### config.mk
export PLATFORM = sky130hd
export DESIGN_NAME = line_fill_responder
export DESIGN_NICKNAME = d
export VERILOG_FILES = /design/src/rtl/line_fill_responder_pkg.sv /design/src/rtl/line_fill_responder_word_ram.sv /design/src/rtl/line_fill_responder.sv
export SDC_FILE = /design/constraint.sdc
export NUM_CORES = 2
export LEC_CHECK = 0
export BUFFER_PORTS_ARGS = -buffer_cell sky130_fd_sc_hd__buf_2
export CORE_ASPECT_RATIO = 1.75
export CORE_MARGIN = 1
export CORE_UTILIZATION = 40
export DETAILED_ROUTE_END_ITERATION = 7
export PLACE_DENSITY = 0.58
export SLEW_MARGIN = 20
export SYNTH_ARGS = -nofsm -noshare
export SYNTH_HDL_FRONTEND = slang
export SYNTH_SLANG_ARGS = --single-unit
### constraint.sdc
create_clock -name clock -period 5 [get_ports clock]
set_input_delay 1 -clock clock [delete_from_list [all_inputs] [get_ports clock]]
set_output_delay 1 -clock clock [all_outputs]
set_load 0.005 [all_outputs]
### src/rtl/line_fill_responder_pkg.sv
// Shared widths and FSM encoding for the instruction line-fill responder.
// Purely declarative; no logic and no latency of its own.
package line_fill_responder_pkg;

    localparam int LINE_WORDS  = 4;
    localparam int WORD_W      = 16;
    localparam int LINE_W      = 64;
    localparam int LINE_ADDR_W = 6;
    localparam int WORD_ADDR_W = 8;
    localparam int RAM_DEPTH   = 1 << WORD_ADDR_W;
    localparam int WAIT_CNT_W  = 4;

    typedef enum logic [1:0] {
        ST_IDLE,
        ST_WAIT,
        ST_FETCH,
        ST_RESPOND
    } state_t;

endpackage

### src/rtl/line_fill_responder_word_ram.sv
// 256x16 instruction store: synchronous write, asynchronous read.
// Zero read latency; no backpressure. Contents are deliberately never reset.
module word_ram
    import line_fill_responder_pkg::*;
(
    input  logic                   clock,
    input  logic                   we_i,
    input  logic [WORD_ADDR_W-1:0] waddr_i,
    input  logic [WORD_W-1:0]      wdata_i,
    input  logic [WORD_ADDR_W-1:0] raddr_i,
    output logic [WORD_W-1:0]      rdata_o
);

    logic [WORD_W-1:0] mem_q [RAM_DEPTH];

    always_ff @(posedge clock) begin
        if (we_i) begin
            mem_q[waddr_i] <= wdata_i;
        end
    end

    assign rdata_o = mem_q[raddr_i];

endmodule

### src/rtl/line_fill_responder.sv
// Serves 4-word instruction-cache line fills from word_ram; ready strobe WAIT_CYCLES+4 cycles after request.
// No backpressure: requests while busy are dropped, program loads only land in quiet IDLE.
module line_fill_responder
    import line_fill_responder_pkg::*;
#(
    parameter int WAIT_CYCLES = 2
) (
    input  logic                   clock,
    input  logic                   reset,
    input  logic                   memory_read_enable,
    input  logic [LINE_ADDR_W-1:0] memory_address,
    output logic                   memory_read_ready,
    output logic [LINE_W-1:0]      memory_data,
    input  logic                   load_enable,
    input  logic [WORD_ADDR_W-1:0] load_address,
    input  logic [WORD_W-1:0]      load_data,
    output logic                   load_accept
);

    localparam bit HAS_WAIT = (WAIT_CYCLES > 0);
    localparam logic [WAIT_CNT_W-1:0] WAIT_LOAD =
        HAS_WAIT ? WAIT_CNT_W'(WAIT_CYCLES - 1) : '0;
    localparam logic [1:0] LAST_WORD = 2'(LINE_WORDS - 1);

    state_t                 state_q, state_d;
    logic [LINE_ADDR_W-1:0] line_q, line_d;
    logic [WAIT_CNT_W-1:0]  wait_cnt_q, wait_cnt_d;
    logic [1:0]             word_idx_q, word_idx_d;
    logic [LINE_W-1:0]      buf_q, buf_d;
    logic                   accept_q;
    logic                   load_we;
    logic [WORD_W-1:0]      ram_rdata;

    // Loads collide with neither a fill in progress nor a request being sampled.
    assign load_we = reset && load_enable && !memory_read_enable && (state_q == ST_IDLE);

    word_ram u_word_ram (
        .clock   (clock),
        .we_i    (load_we),
        .waddr_i (load_address),
        .wdata_i (load_data),
        .raddr_i ({line_q, word_idx_q}),
        .rdata_o (ram_rdata)
    );

    always_comb begin
        state_d    = state_q;
        line_d     = line_q;
        wait_cnt_d = wait_cnt_q;
        word_idx_d = word_idx_q;
        buf_d      = buf_q;
        case (state_q)
            ST_IDLE: begin
                if (memory_read_enable) begin
                    line_d     = memory_address;
                    word_idx_d = '0;
                    wait_cnt_d = WAIT_LOAD;
                    state_d    = HAS_WAIT ? ST_WAIT : ST_FETCH;
                end
            end
            ST_WAIT: begin
                if (wait_cnt_q == '0) begin
                    state_d = ST_FETCH;
                end else begin
                    wait_cnt_d = wait_cnt_q - 1'b1;
                end
            end
            ST_FETCH: begin
                buf_d[{word_idx_q, 4'b0000} +: WORD_W] = ram_rdata;
                if (word_idx_q == LAST_WORD) begin
                    state_d = ST_RESPOND;
                end else begin
                    word_idx_d = word_idx_q + 1'b1;
                end
            end
            ST_RESPOND: begin
                state_d = ST_IDLE;
            end
            default: begin
                state_d = ST_IDLE;
            end
        endcase
    end

    always_ff @(posedge clock) begin
        if (!reset) begin
            state_q    <= ST_IDLE;
            line_q     <= '0;
            wait_cnt_q <= '0;
            word_idx_q <= '0;
            buf_q      <= '0;
            accept_q   <= 1'b0;
        end else begin
            state_q    <= state_d;
            line_q     <= line_d;
            wait_cnt_q <= wait_cnt_d;
            word_idx_q <= word_idx_d;
            buf_q      <= buf_d;
            accept_q   <= load_we;
        end
    end

    assign memory_read_ready = (state_q == ST_RESPOND);
    assign memory_data       = buf_q;
    assign load_accept       = accept_q;

endmodule

==> impl_metrics.env <==
export IMPL_finalNonFillerCells=13617
export IMPL_die_area_um2=404000
export IMPL_drtIter0Drc=9052
export IMPL_mappedNetlistArea_um2=160000
export IMPL_fmax_mhz=205
export IMPL_start_util=0.402
export IMPL_slew_viol_final=0
export IMPL_wl_um=487000
export IMPL_p_leak_uw=0.0561
export IMPL_routedWlPerCell_um=35.8
export IMPL_synth_seq_cells=4175
export IMPL_synth_enable_flop_cells=4096
export IMPL_cp_start_kind="flip-flop"
export IMPL_rsz0062_at_grt="false"
export IMPL_hold_viol_final=0
export IMPL_finalSetupViolCount=0
export IMPL_clock_latency_ns=0.96
export IMPL_synth_flop_cell="edfxtp_1"
export IMPL_core_um2=399000
export IMPL_first_global_vias=82450
export IMPL_finalCriticalPeriod_ns=4.87
export IMPL_outcome="finished clean"
export IMPL_fin_nets=8103
export IMPL_ir_worst_vdd_uv=280
export IMPL_drc_errors=0
export IMPL_num_fill_cells=32958
export IMPL_synth_distinct_cells=81
export IMPL_syn_area_per_cell_um2=21.8
export IMPL_critical_path_class="flip-flop to flip-flop"
export IMPL_vias_per_cell=5.91
export IMPL_vias=80543
export IMPL_synth_simple_gate_area_frac=0.0208
export IMPL_fin_tns_setup_ns=0
export IMPL_ctsLongestPathBuffers=4
export IMPL_finalPower_uw=76700
export IMPL_power_density_nw_per_um2=418
export IMPL_cts_buffers=358
export IMPL_grt_max_degree=132
export IMPL_final_cell_mix="edfxtp_1, mux4_2, buf_4, clkbuf_16, nand2_1"
export IMPL_dp_cells=12948
export IMPL_muxShareOfSynthArea=0.154
export IMPL_hold_path_class="input pin to flip-flop"
export IMPL_synth_xor_area_frac=0.000109
export IMPL_synth_top_area_frac=0.767
export IMPL_grt_ovfl_total=0
export IMPL_synth_yosys_seq_area_share=0.777
export IMPL_placed_area_um2=171000
export IMPL_clock_root_buffer="clkbuf_16"
export IMPL_area_delta_synth_final_pct=14.2
export IMPL_rows=307
export IMPL_ys_warnings_count=0
export IMPL_tritoncts="yes"
export IMPL_cp_required_ns=5.79
export IMPL_synth_top_cell_by_area="edfxtp_1"
export IMPL_synth_top_family_by_area="multiplexers"
export IMPL_synth_area_leaders="edfxtp_1, mux4_2, mux2i_1, dfxtp_1, a22oi_1"
export IMPL_tightest_slew_ns=1.24
export IMPL_grt_pass1_wl_um=668000
export IMPL_htree_levels=5
export IMPL_clkSinkCount=4175
export IMPL_die_width_um=481
export IMPL_end_kind="flip-flop"
export IMPL_synth_fp_nets=7398
export IMPL_final_common_cell="edfxtp_1"
export IMPL_die_h_um=840
export IMPL_fin_crit_sh=0.974
export IMPL_critical_path_max_fanout=41
export IMPL_pin_count=100
export IMPL_clk_pin_slew_ns=0.07
export IMPL_design_area_um2=183000
export IMPL_synth_compound_area_frac=0.0307
export IMPL_io_buffers=99
export IMPL_place_gp_congestion=0.901
export IMPL_synthCells=7351
export IMPL_cp_arrival_ns=5.66
export IMPL_hpwl_um=316000
export IMPL_grt_use_total=0.239
export IMPL_antenna_left=0
export IMPL_synthAdderAreaFrac=0.00101
export IMPL_relSlewSlack=0.170
export IMPL_async_flop_share=0
export IMPL_layout_drive_gt1_share=0.295
export IMPL_skew_ns=0.0809
export IMPL_antenna_found_initial=25
export IMPL_first_pass_iters=6
export IMPL_maxCapViolCount=0
-- cells by family (layout without fill, tap and decap cells) --
kind of cell	Yosys count	count (layout)
AND/OR/NAND/NOR	767	767
multiplexers	1239	1239
XOR/XNOR	2	2
AO/OA/AOI/OAI	709	709
other	0	24
adder cells (fa/ha/maj)	13	13
flip-flops	4175	4175
buffers and inverters	446	1435
-- worst paths after layout --
kind | from | endpoint | slack (ns) | cells past startpoint
min reg2reg | memory_data[24]$_SDFFE_PN0P_ | memory_data[24]$_SDFFE_PN0P_ | 0.45 | 2
max | word_idx_q[0]$_SDFFE_PN0P_ | memory_data[40]$_SDFFE_PN0P_ | 0.13 | 10
max reg2reg | word_idx_q[0]$_SDFFE_PN0P_ | memory_data[40]$_SDFFE_PN0P_ | 0.13 | 10
min | memory_address[1] | line_q[1]$_SDFFE_PN0P_ | 0.41 | 3
-- area by class of cell --
type,count,area (µm²),share of cell area
clock inverters,212,2270,0.0124
inverters,15,66.3,0.000362
repair buffers,776,6690,0.0365
well taps,5253,6570,0.0359
flip-flops and latches,4175,125000,0.680
multi-input cells,2730,33500,0.183
clock buffers,432,9410,0.0514
diodes,24,60.1,0.000328
-- state kept, by name (all words and copies together) (netlist names) --
signal	count
wait_cnt_q	4
line_q	6
state_q	2
u_word_ram.mem_q	4096
load_accept	1
word_idx_q	2
memory_data	64
-- synth_stat cells (all sizes together) (3+ instances only) --
cell / count
o311ai: 7
inv: 13
a211o: 3
o2111ai: 9
clkbuf: 176
nand3: 54
a22oi: 155
and3: 9
nor2: 310
o22ai: 72
and2: 21
a31o: 6
o21a: 4
mux2: 35
nor3: 37
mux2i: 228
or3: 10
mux4: 976
or2: 5
nand2b: 11
o31ai: 19
nand4: 15
o211ai: 16
o221ai: 30
a221oi: 24
buf: 255
dfxtp: 79
a311oi: 4
ha: 13
nand2: 239
or4: 3
o21ai: 113
edfxtp: 4096
nor2b: 32
nor4: 12
a21boi: 11
a2111oi: 5
o22a: 8
a31oi: 28
a211oi: 36
a22o: 30
a21oi: 109
-- critical path, cell delays in order (launching register included) --
cell     delay [ns]
dfxtp_4        0.95
buf_12         0.28
buf_12         0.33
buf_12         0.29
mux4_2         0.54
a22oi_1        0.74
a21oi_1        0.16
nor4_1         0.69
buf_4          0.27
a211o_1        0.22
o21ai_0        0.11
-- power by group --
part	internal, µW	switching (µW)
registers	38400	169
clock network	15600	12800
logic	3540	6060
-- what timing repair did --
| item | CTS | global route |
|---|---|---|
| setup buffers | 0 | 1 |
| setup endpoints to repair | 0 | 2 |
| hold buffers | 0 | 0 |
| resized for setup | 0 | 0 |
-- routing by layer --
| metal | global-route usage | wire, µm | up-vias |
|---|---|---|---|
| met5 | 0 | 36 | - |
| met4 | 0.164 | 39100 | 4 |
| met3 | 0.0304 | 30300 | 893 |
| met2 | 0.423 | 254000 | 3632 |
| met1 | 0.268 | 163000 | 43703 |
| li1 | - | - | 32311 |
-- through the flow --
step | hold slack (ns) | utilization | worst slack [ns]
finish | 0.415 | 0.459 | 0.129
global route | 0.404 | 0.459 | 0.159
CTS | 0.354 | 0.459 | 0.00150
detailed placement | 0.441 | 0.430 | 0.0284
global placement | 0.434 | 0.429 | 0.112
floorplan | 0.443 | - | 1.31
No activity file was read; power rests on OpenSTA's default activity.
